<file path="config.mk">
export PLATFORM = sky130hd
export DESIGN_NAME = nvram_upload_reader_flat
export DESIGN_NICKNAME = d
export VERILOG_FILES = /design/src/rtl/nvram_upload_reader_if.sv /design/src/rtl/nvram_upload_reader.sv /design/src/flat_wrapper.sv
export SDC_FILE = /design/constraint.sdc
export NUM_CORES = 1
export LEC_CHECK = 0
export ABC_AREA = 1
export CORE_MARGIN = 5
export CORE_UTILIZATION = 44
export DETAILED_ROUTE_END_ITERATION = 12
export GPL_ROUTABILITY_DRIVEN = 0
export PLACE_DENSITY = 0.85
export SLEW_MARGIN = 40
export SYNTH_ARGS = -nofsm -noshare
export SYNTH_HDL_FRONTEND = slang
export SYNTH_SLANG_ARGS = --single-unit
</file>
<file path="constraint.sdc">
create_clock -name clk_sys -period 2.3 [get_ports clk_sys]
set_clock_uncertainty 0.05 [all_clocks]
set_input_delay 0.46 -clock clk_sys [delete_from_list [all_inputs] [get_ports clk_sys]]
set_output_delay 0.46 -clock clk_sys [all_outputs]
set_load 0.01 [all_outputs]
</file>
<file path="src/rtl/nvram_upload_reader_if.sv">
// Port bundle for nvram_upload_reader: HPS ioctl upload signals and the game RAM arbiter port.
// The master modport is the environment (hps_io + RAM arbiter); slave is the reader itself.
interface nvram_upload_reader_if #(
    parameter int RAM_AW   = 8,
    parameter int IOCTL_AW = 25
);
    logic                ioctl_upload;
    logic [7:0]          ioctl_index;
    logic                ioctl_rd;
    logic [IOCTL_AW-1:0] ioctl_addr;
    logic [7:0]          ioctl_din;
    logic                ioctl_wait;
    logic                ram_req;
    logic [RAM_AW-1:0]   ram_addr;
    logic                ram_gnt;
    logic [7:0]          ram_q;

    modport master (
        output ioctl_upload, ioctl_index, ioctl_rd, ioctl_addr, ram_gnt, ram_q,
        input  ioctl_din, ioctl_wait, ram_req, ram_addr
    );

    modport slave (
        input  ioctl_upload, ioctl_index, ioctl_rd, ioctl_addr, ram_gnt, ram_q,
        output ioctl_din, ioctl_wait, ram_req, ram_addr
    );
endinterface

</file>
<file path="src/rtl/nvram_upload_reader.sv">
// Serves HPS ioctl upload reads from game work RAM via a request/grant arbiter port.
// Optional macro NVRAM_UPLOAD_CHECKSUM_EN appends a byte that zeroes the 8-bit image sum.
module nvram_upload_reader #(
    parameter int         RAM_AW       = 8,
    parameter int         IOCTL_AW     = 25,
    parameter logic [7:0] UPLOAD_INDEX = 8'd4,
    parameter int         GNT_TIMEOUT  = 64
) (
    input  logic                 clk_sys,
    input  logic                 Reset_I,
    nvram_upload_reader_if.slave bus,
    output logic                 busy,
    output logic                 err,
    output logic                 done
);
    localparam int                  CNT_W = $clog2(GNT_TIMEOUT + 1);
    localparam logic [IOCTL_AW-1:0] DEPTH = IOCTL_AW'(2 ** RAM_AW);

    typedef enum logic [1:0] {IDLE, REQ, CAPT} state_t;

    state_t            state, state_nxt;
    logic [CNT_W-1:0]  cnt;
    logic              sel, sel_q;
    logic              load, oor, timeout, capt;
    logic [7:0]        din_r, oor_byte;
    logic [RAM_AW-1:0] addr_r;

    assign sel = bus.ioctl_upload && (bus.ioctl_index == UPLOAD_INDEX);

`ifdef NVRAM_UPLOAD_CHECKSUM_EN
    logic [7:0] cksum;

    function automatic logic [7:0] cksum_add(input logic [7:0] acc, input logic [7:0] b);
        return acc + b;
    endfunction

    // The trailer byte at DEPTH is the two's complement of the running sum.
    assign oor_byte = (bus.ioctl_addr == DEPTH) ? (8'h00 - cksum) : 8'hFF;
`else
    assign oor_byte = 8'hFF;
`endif

    always_ff @(posedge clk_sys or negedge Reset_I) begin
        if (!Reset_I) state <= IDLE;
        else          state <= state_nxt;
    end

    always_comb begin
        state_nxt = state;
        load      = 1'b0;
        oor       = 1'b0;
        timeout   = 1'b0;
        capt      = 1'b0;
        case (state)
            IDLE: begin
                if (bus.ioctl_rd && sel) begin
                    if (bus.ioctl_addr < DEPTH) begin
                        load      = 1'b1;
                        state_nxt = REQ;
                    end else begin
                        oor = 1'b1;
                    end
                end
            end
            REQ: begin
                // Session end wins over a same-cycle grant so the HPS is never left stalled.
                if (!sel) begin
                    state_nxt = IDLE;
                end else if (bus.ram_gnt) begin
                    state_nxt = CAPT;
                end else if (cnt == CNT_W'(GNT_TIMEOUT - 1)) begin
                    timeout   = 1'b1;
                    state_nxt = IDLE;
                end
            end
            CAPT: begin
                capt      = 1'b1;
                state_nxt = IDLE;
            end
            default: state_nxt = IDLE;
        endcase
    end

    always_ff @(posedge clk_sys or negedge Reset_I) begin
        if (!Reset_I) begin
            din_r  <= 8'h00;
            addr_r <= '0;
            cnt    <= '0;
            err    <= 1'b0;
            done   <= 1'b0;
            sel_q  <= 1'b0;
`ifdef NVRAM_UPLOAD_CHECKSUM_EN
            cksum  <= 8'h00;
`endif
        end else begin
            sel_q <= sel;
            done  <= sel_q && !sel;
            cnt   <= (state == REQ) ? cnt + 1'b1 : '0;
            if (load)    addr_r <= bus.ioctl_addr[RAM_AW-1:0];
            if (oor)     din_r  <= oor_byte;
            if (timeout) din_r  <= 8'h00;
            if (capt)    din_r  <= bus.ram_q;
            if (sel && !sel_q) err <= 1'b0;
            else if (timeout)  err <= 1'b1;
`ifdef NVRAM_UPLOAD_CHECKSUM_EN
            if (sel && !sel_q) cksum <= 8'h00;
            else if (capt)     cksum <= cksum_add((addr_r == '0) ? 8'h00 : cksum, bus.ram_q);
`endif
        end
    end

    assign bus.ioctl_din  = din_r;
    assign bus.ioctl_wait = (state != IDLE);
    assign bus.ram_req    = (state == REQ);
    assign bus.ram_addr   = addr_r;
    assign busy           = (state != IDLE);
endmodule

</file>
<file path="src/flat_wrapper.sv">
// flat-port wrapper written by rule: the top's interface ports become plain ports
module nvram_upload_reader_flat 
#(
    parameter int         RAM_AW       = 8,
    parameter int         IOCTL_AW     = 25,
    parameter logic [7:0] UPLOAD_INDEX = 8'd4,
    parameter int         GNT_TIMEOUT  = 64
)
  (clk_sys, Reset_I, busy, err, done, bus_ioctl_upload, bus_ioctl_index, bus_ioctl_rd, bus_ioctl_addr, bus_ram_gnt, bus_ram_q, bus_ioctl_din, bus_ioctl_wait, bus_ram_req, bus_ram_addr);
  nvram_upload_reader_if #(.RAM_AW(RAM_AW), .IOCTL_AW(IOCTL_AW)) bus_i ();
  input  logic clk_sys;
  input  logic Reset_I;
  output logic busy;
  output logic err;
  output logic done;
  input wire logic [$bits(bus_i.ioctl_upload)-1:0] bus_ioctl_upload;
  input wire logic [$bits(bus_i.ioctl_index)-1:0] bus_ioctl_index;
  input wire logic [$bits(bus_i.ioctl_rd)-1:0] bus_ioctl_rd;
  input wire logic [$bits(bus_i.ioctl_addr)-1:0] bus_ioctl_addr;
  input wire logic [$bits(bus_i.ram_gnt)-1:0] bus_ram_gnt;
  input wire logic [$bits(bus_i.ram_q)-1:0] bus_ram_q;
  output wire logic [$bits(bus_i.ioctl_din)-1:0] bus_ioctl_din;
  output wire logic [$bits(bus_i.ioctl_wait)-1:0] bus_ioctl_wait;
  output wire logic [$bits(bus_i.ram_req)-1:0] bus_ram_req;
  output wire logic [$bits(bus_i.ram_addr)-1:0] bus_ram_addr;
  assign bus_i.ioctl_upload = bus_ioctl_upload;
  assign bus_i.ioctl_index = bus_ioctl_index;
  assign bus_i.ioctl_rd = bus_ioctl_rd;
  assign bus_i.ioctl_addr = bus_ioctl_addr;
  assign bus_i.ram_gnt = bus_ram_gnt;
  assign bus_i.ram_q = bus_ram_q;
  assign bus_ioctl_din = bus_i.ioctl_din;
  assign bus_ioctl_wait = bus_i.ioctl_wait;
  assign bus_ram_req = bus_i.ram_req;
  assign bus_ram_addr = bus_i.ram_addr;
  nvram_upload_reader #(.RAM_AW(RAM_AW), .IOCTL_AW(IOCTL_AW), .UPLOAD_INDEX(UPLOAD_INDEX), .GNT_TIMEOUT(GNT_TIMEOUT)) u_core (.clk_sys(clk_sys), .Reset_I(Reset_I), .bus(bus_i), .busy(busy), .err(err), .done(done));
endmodule
</file>
==> summary.txt, run 1 <==
Logic synthesis
  – Syn avg cell area: 7.959 um^2
  – Netlist Area Pre-Place: 1433 um^2
  – Largest area contributor in the netlist: dfrtp_1
  – Distinct cells, synth: 25
  – Area contributors post-synth: dfrtp_1 (49%), nand2_1 (14%), nor2_1 (6.6%)
  – Yosys reg bits: 28
  – Synth warnings: 0
  – Area fraction of the dominant cell type after synthesis: around half
  – Sequential share of the synthesized area: 48.91%
  – Gate Count Post-Synth: 180
  – Mapped Nets: 227

Floorplanning
  – Die area: ~4500 um^2
  – Die H: 67.06 um
  – Initial Util: 46.54%
  – Core area: 3078 um^2
  – # rows: 20
  – I/O pin count: 67
  – Die width: 67.06 um

Clock tree
  – Setup Fix Bufs, Post-CTS: 0
  – Clk root buf: clkbuf_4
  – CTS tree: done
  – CTS Buffer Depth: 2
  – Reg clk slew, reported paths: roughly 0.15 ns
  – Total number of H-tree levels: 1
  – Clock Sinks: 28
  – CTS Buf Count: 3
  – Clock Latency Late Sink: 0.33 ns

GRT
  – Grt ovf: 0
  – Pin count of the biggest net entering global routing: 29
  – First-pass GRT wire length: 5.837 mm
  – Initial antenna violation count: 0
  – Vias in the first global route: 1348
  – All-Layer GR Usage: 16.97%

STA
  – Max Fclk: 456.7 MHz
  – Final Critical Period: 2.190 ns
  – Final setup fails: 0
  – Worst-margin pin slew: 0.3797 ns
  – Hold_ws: 0.4304 ns
  – RSZ-0062 raised after global routing: false
  – Hold Violations, Final: 0
  – TNS Setup: 0 ns
  – Slew headroom: about 75%
  – Period utilization: between 90% and 100%
  – Slew Viols, Final: 0

Power and ir drop
  – VDD IR max: 364.0 uV
  – NetSw: 197.1 uW
  – PwrDens: 441.7 nW/um^2
  – Switch share: between 20% and 30%
  – Clock power share: 33.6%
  – Lkg Pwr: 0.001021 uW
  – Pint: 768.4 uW
  – Sequential share of power: 52.3%
  – Pwr Total: 965.6 uW
  – Comb pwr share: around 14%

Cells and area
  – Final net count: slightly below 300
  – Layout cells sized above 1: between 10% and 20%
  – N_diodes: 0
  – P&R area growth vs syn: 52.58%

Min path
  – Worst hold-check path type: in -> async

Run status
  – Outcome: complete, no violations

Routing
  – DR vias: 1375
  – DR vias/cell: between 4 and 5
  – Post-route DRC: 0
  – WL final: approximately 3.5 mm
  – Initial DRC Count: 44
  – WL/cell: approximately 12 um
  – Antenna Nets Post-Route: 0
  – Drt pass-1 iters: 4

Setup path
  – Worst EP required: approximately 1.8 ns
  – CP arrival: roughly 1.7 ns
  – CP Max Fanout: 6
  – Critical path type: reg -> out
  – Critical Path Sink Type: output port
  – Worst setup SP type: flop

Placed design
  – DP Wirelength: 2.838 mm
  – Input/output buffers: 66

Flow run
  – Max capacitance violation total: 0
==> critical path: stages, from the launching register on <==
cell             delay [ns]
dfrtp_1                0.41
inv_1                  0.09
nand2_1                0.17
inv_2                  0.14
clkdlybuf4s50_1        0.54
==> power by group through the flow <==
| stage | Clock (uW) | Combinational (uW) | Sequential [uW] |
|---|---|---|---|
| 4_1_cts | 332 | 138 | 505 |
| 3_3_place_gp | 0 | 136 | 514 |
| 5_1_grt | 351 | 149 | 506 |
| 6_report | 324 | 136 | 505 |
| 3_5_place_dp | 0 | 138 | 514 |
| 2_1_floorplan | 0 | 24.2 | 518 |
==> per-layer routing <==
layer  global-route usage, %  share of wire [%]  up-vias
met1                   20.91                 43      626
met3                   4.216                 10        5
li1                        -                  -      692
met4                   5.570                1.3        0
met2                   28.71                 46       52
met5                       0                  0        -
==> cells by family (layout without fill, tap and decap cells) <==
kind of cell	Yosys count	count (layout)	share of synthesized area [%]
fa+ha+maj	1	1	0.8732
compound gates	15	15	7.511
simple gates	103	103	32.40
buf+inv	32	101	9.695
flops	28	28	48.91
xor+xnor	1	1	0.6115
==> synthesized netlist by cell type, drive strengths merged <==
master,number
nand3,6
nand2b,1
o21ai,11
xor2,1
nand4,8
buf,3
nor2,29
dfrtp,28
ha,1
nor3,1
a21oi,3
nand2,57
nand3b,1
inv,29
a22oi,1
==> layout by cell type (no fill, tap or decap), drive strengths merged <==
master,synthesis,routed
clkbuf,0,3
nor3,1,1
nand4,8,8
a22oi,1,1
ha,1,1
dfrtp,28,28
nor2,29,29
buf,3,2
inv,29,29
o21ai,11,11
nand3b,1,1
a21oi,3,3
xor2,1,1
nand3,6,6
nand2b,1,1
bufinv,0,1
clkdlybuf4s50,0,66
nand2,57,57
==> worst paths after layout <==
check	to	depth (start not counted)	from	slack [ns]
hold / removal	u_core.bus.ram_addr[5]	2	Reset_I	0.43
setup reg to reg	u_core.bus.ioctl_din[7]	10	u_core.cnt[0]	0.72
setup / recovery	bus_ram_req	4	u_core.state[1]	0.11
hold reg to reg	u_core.bus.ram_addr[0]	2	u_core.bus.ram_addr[0]	0.45
max in group asynchronous	u_core.cnt[5]	2	Reset_I	1.50
min in group clk_sys	u_core.bus.ram_addr[0]	2	u_core.bus.ram_addr[0]	0.45
==> final cells by class <==
type	instances	area (um^2)
clock buffers	3	22.52
well taps	44	55.05
fillers	263	892.1
flip-flops and latches	28	700.7
repair buffers	68	675.6
multi-input cells	120	593.1
clock inverters	1	30.03
inverters	29	108.9
==> sequential cells by signal (all words and copies together) (netlist names) <==
register / count
u_core.bus.ioctl_din: 8
u_core.err: 1
u_core.cnt: 7
u_core.sel_q: 1
u_core.bus.ram_addr: 8
u_core.state: 2
u_core.done: 1
==> metrics by stage <==
stage          setup WS (ns)  utilization (%)  cell area (um^2)  instances
2_1_floorplan         0.8632                -              1433        180
3_3_place_gp          0.2945            69.31              2133        289
3_5_place_dp          0.2843            69.31              2133        289
4_1_cts              0.04638            71.02              2186        293
5_1_grt             0.009407            71.02              2186        293
6_report              0.1104            71.02              2186        293
==> what timing repair did <==
item | in CTS | in global routing
resized for setup | 0 | 1
hold buffers | 0 | 0
endpoints found under the setup margin | 0 | 1
(Power assumes the default switching activity.)
==> run 2: changes to the inputs <==
--- a/config.mk
+++ b/config.mk
@@ -8,6 +8,7 @@
 export ABC_AREA = 1
 export CORE_MARGIN = 5
 export CORE_UTILIZATION = 44
+export CTS_BUF_LIST = sky130_fd_sc_hd__clkbuf_16
 export DETAILED_ROUTE_END_ITERATION = 12
 export GPL_ROUTABILITY_DRIVEN = 0
 export PLACE_DENSITY = 0.85
==> run 2 against run 1 <==
  * Clock power increased by 60%
  * Fmax increased by 1.2%
  * Critical path depth unchanged
  * Global-route usage increased by 0.60 points
==> summary.txt, run 2 (synthesis gave the netlist of run 1 again) <==
Clock tree
  – Clock Latency Late Sink: 0.26 ns (-0.07 ns)
  – Setup Fix Bufs, Post-CTS: 0 (unchanged)
  – Number of gates resized after cts: 0 (unchanged)
  – CTS Buf Count: 3 (unchanged)
  – Reg clk slew, reported paths: 0.07 ns (-0.08 ns)
  – Total number of H-tree levels: 1 (unchanged)
  – CTS Hold Buffers Added: 0 (unchanged)
  – CTS Buffer Depth: 2 (unchanged)
  – Clk root buf: clkbuf_16
  – Clock Sinks: 28 (unchanged)
  – CTS tree: done

Power and ir drop
  – PwrDens: 517.8 nW/um^2 (+17%)
  – VDD IR max: 363.7 uV (about the same)
  – Pint: 938.5 uW (+22%)
  – NetSw: 220.5 uW (+12%)
  – Clock power share: 44.7% (+11 points)
  – Comb pwr share: 11.8% (-2.3 points)
  – Lkg Pwr: 0.001047 uW (+2.5%)
  – Switch share: 19.03% (-1.4 points)
  – Sequential share of power: 43.6% (-8.7 points)

STA
  – Slew Viols, Final: 0 (unchanged)
  – Hold Violations, Final: 0 (unchanged)
  – Worst-margin pin slew: 0.3901 ns (+0.01046 ns)
  – TNS Setup: 0 ns (unchanged)
  – Max Fclk: 462.1 MHz (+1.2%)
  – Slew headroom: 73.96% (-0.70 points)
  – RSZ-0062 raised after global routing: false
  – Final setup fails: 0 (unchanged)
  – Period utilization: 94.08% (-1.1 points)
  – Final Critical Period: 2.164 ns (-0.02571 ns)

Floorplanning
  – Initial Util: 46.54% (unchanged)
  – Die H: 67.06 um (unchanged)
  – Die width: 67.06 um (unchanged)
  – Core area: 3078 um^2 (unchanged)
  – Die area: 4497 um^2 (unchanged)
  – I/O pin count: 67 (unchanged)
  – # rows: 20 (unchanged)

GRT
  – Initial antenna violation count: 0 (unchanged)
  – Pin count of the biggest net entering global routing: 29 (unchanged)
  – Vias in the first global route: 1342 (-0.45%)
  – All-Layer GR Usage: 17.57% (+0.60 points)
  – Grt ovf: 0 (unchanged)
  – First-pass GRT wire length: 6.003 mm (+2.8%)

Cells and area
  – N_diodes: 0 (unchanged)
  – Most common cell after layout, fill and taps aside: clkdlybuf4s50_1
  – Final net count: 297 (unchanged)
  – Post-layout util: 72.72% (+1.7 points)
  – Layout cells sized above 1: 10.84% (-0.40 points)
  – Fillers: 251 (-4.6%)
  – P&R area growth vs syn: 56.24%
  – Commonest non-fill, non-tap cells in the layout: clkdlybuf4s50_1 (66), nand2_1 (55), dfrtp_1 (28), nor2_1 (25), inv_1 (24)

Setup path
  – Critical path type: reg -> out
  – Critical Path Sink Type: output port
  – CP arrival: 1.65 ns (-0.03 ns)
  – CP Max Fanout: 6 (unchanged)
  – Worst setup SP type: flop
  – Worst EP required: 1.79 ns (about the same)

Routing
  – Drt pass-1 iters: 4 (unchanged)
  – Post-route DRC: 0 (unchanged)
  – DR vias/cell: 4.727 (+0.73%)
  – WL final: 3.665 mm (+4.6%)
  – Initial DRC Count: 36 (-18%)
  – WL/cell: 12.51 um (+4.6%)
  – Antenna Nets Post-Route: 0 (unchanged)
  – DR vias: 1385 (+0.73%)

Placed design
  – DP Wirelength: 2.838 mm (unchanged)
  – Input/output buffers: 66 (unchanged)

Run status
  – Outcome: complete, no violations

Min path
  – Worst hold-check path type: reg -> reg

Flow run
  – Max capacitance violation total: 0 (unchanged)
run 2: worst max-delay path, stage by stage (launching register included):
cell,delay (ns)
dfrtp_1,0.38
inv_1,0.10
nand2_1,0.17
inv_1,0.18
clkdlybuf4s50_1,0.56
run 2: per-layer routing:
metal  vias to the layer above  part of all wire, %  GRT usage [%]  routed length, um
met5                         -                    0              0                  0
met4                         0                 0.68          5.063                 25
met3                         4                  9.7          4.216                356
met2                        49                   47          29.69               1738
met1                       640                   42          22.08               1545
li1                        692                    -              -                  -
run 2: worst paths after layout:
path / start / end / slack [ns] / cells after the start
max: u_core.state[1] / bus_ram_req / 0.14 / 4
min: u_core.bus.ram_addr[0] / u_core.bus.ram_addr[0] / 0.43 / 2
max reg2reg: u_core.cnt[0] / u_core.bus.ioctl_din[4] / 0.67 / 10
min reg2reg: u_core.bus.ram_addr[0] / u_core.bus.ram_addr[0] / 0.43 / 2
max in group asynchronous: Reset_I / u_core.cnt[2] / 1.41 / 2
min in group asynchronous: Reset_I / u_core.bus.ram_addr[5] / 0.52 / 2
run 2: metrics by stage:
step	setup WS, ns	cell area (um^2)	power, uW	hold WS, ns	cells
CTS	0.1316	2238	1164	0.4358	293
detailed placement	0.2843	2133	652.1	0.4183	289
finish	0.1361	2238	1159	0.4331	293
global placement	0.2945	2133	649.8	0.4135	289
floorplan	0.8632	1433	541.9	0.1144	180
global route	0.04871	2238	1199	0.4733	293
run 2: cell type report:
class | instances | area [um^2] | share of cell area [%]
Sequential cell | 28 | 700.7 | 31.30
Timing Repair Buffer | 68 | 675.6 | 30.18
Multi-Input combinational cell | 120 | 593.1 | 26.50
Inverter | 29 | 108.9 | 4.863
Clock buffer | 3 | 75.07 | 3.354
Tap cell | 44 | 55.05 | 2.459
Clock inverter | 1 | 30.03 | 1.342
run 2: power by group through the flow:
stage / combinational [uW] / sequential (uW) / clock (uW)
CTS: 138 / 505 / 521
finish: 136 / 505 / 518
detailed placement: 138 / 514 / 0
floorplan: 24.2 / 518 / 0
global route: 149 / 506 / 544
global placement: 136 / 514 / 0
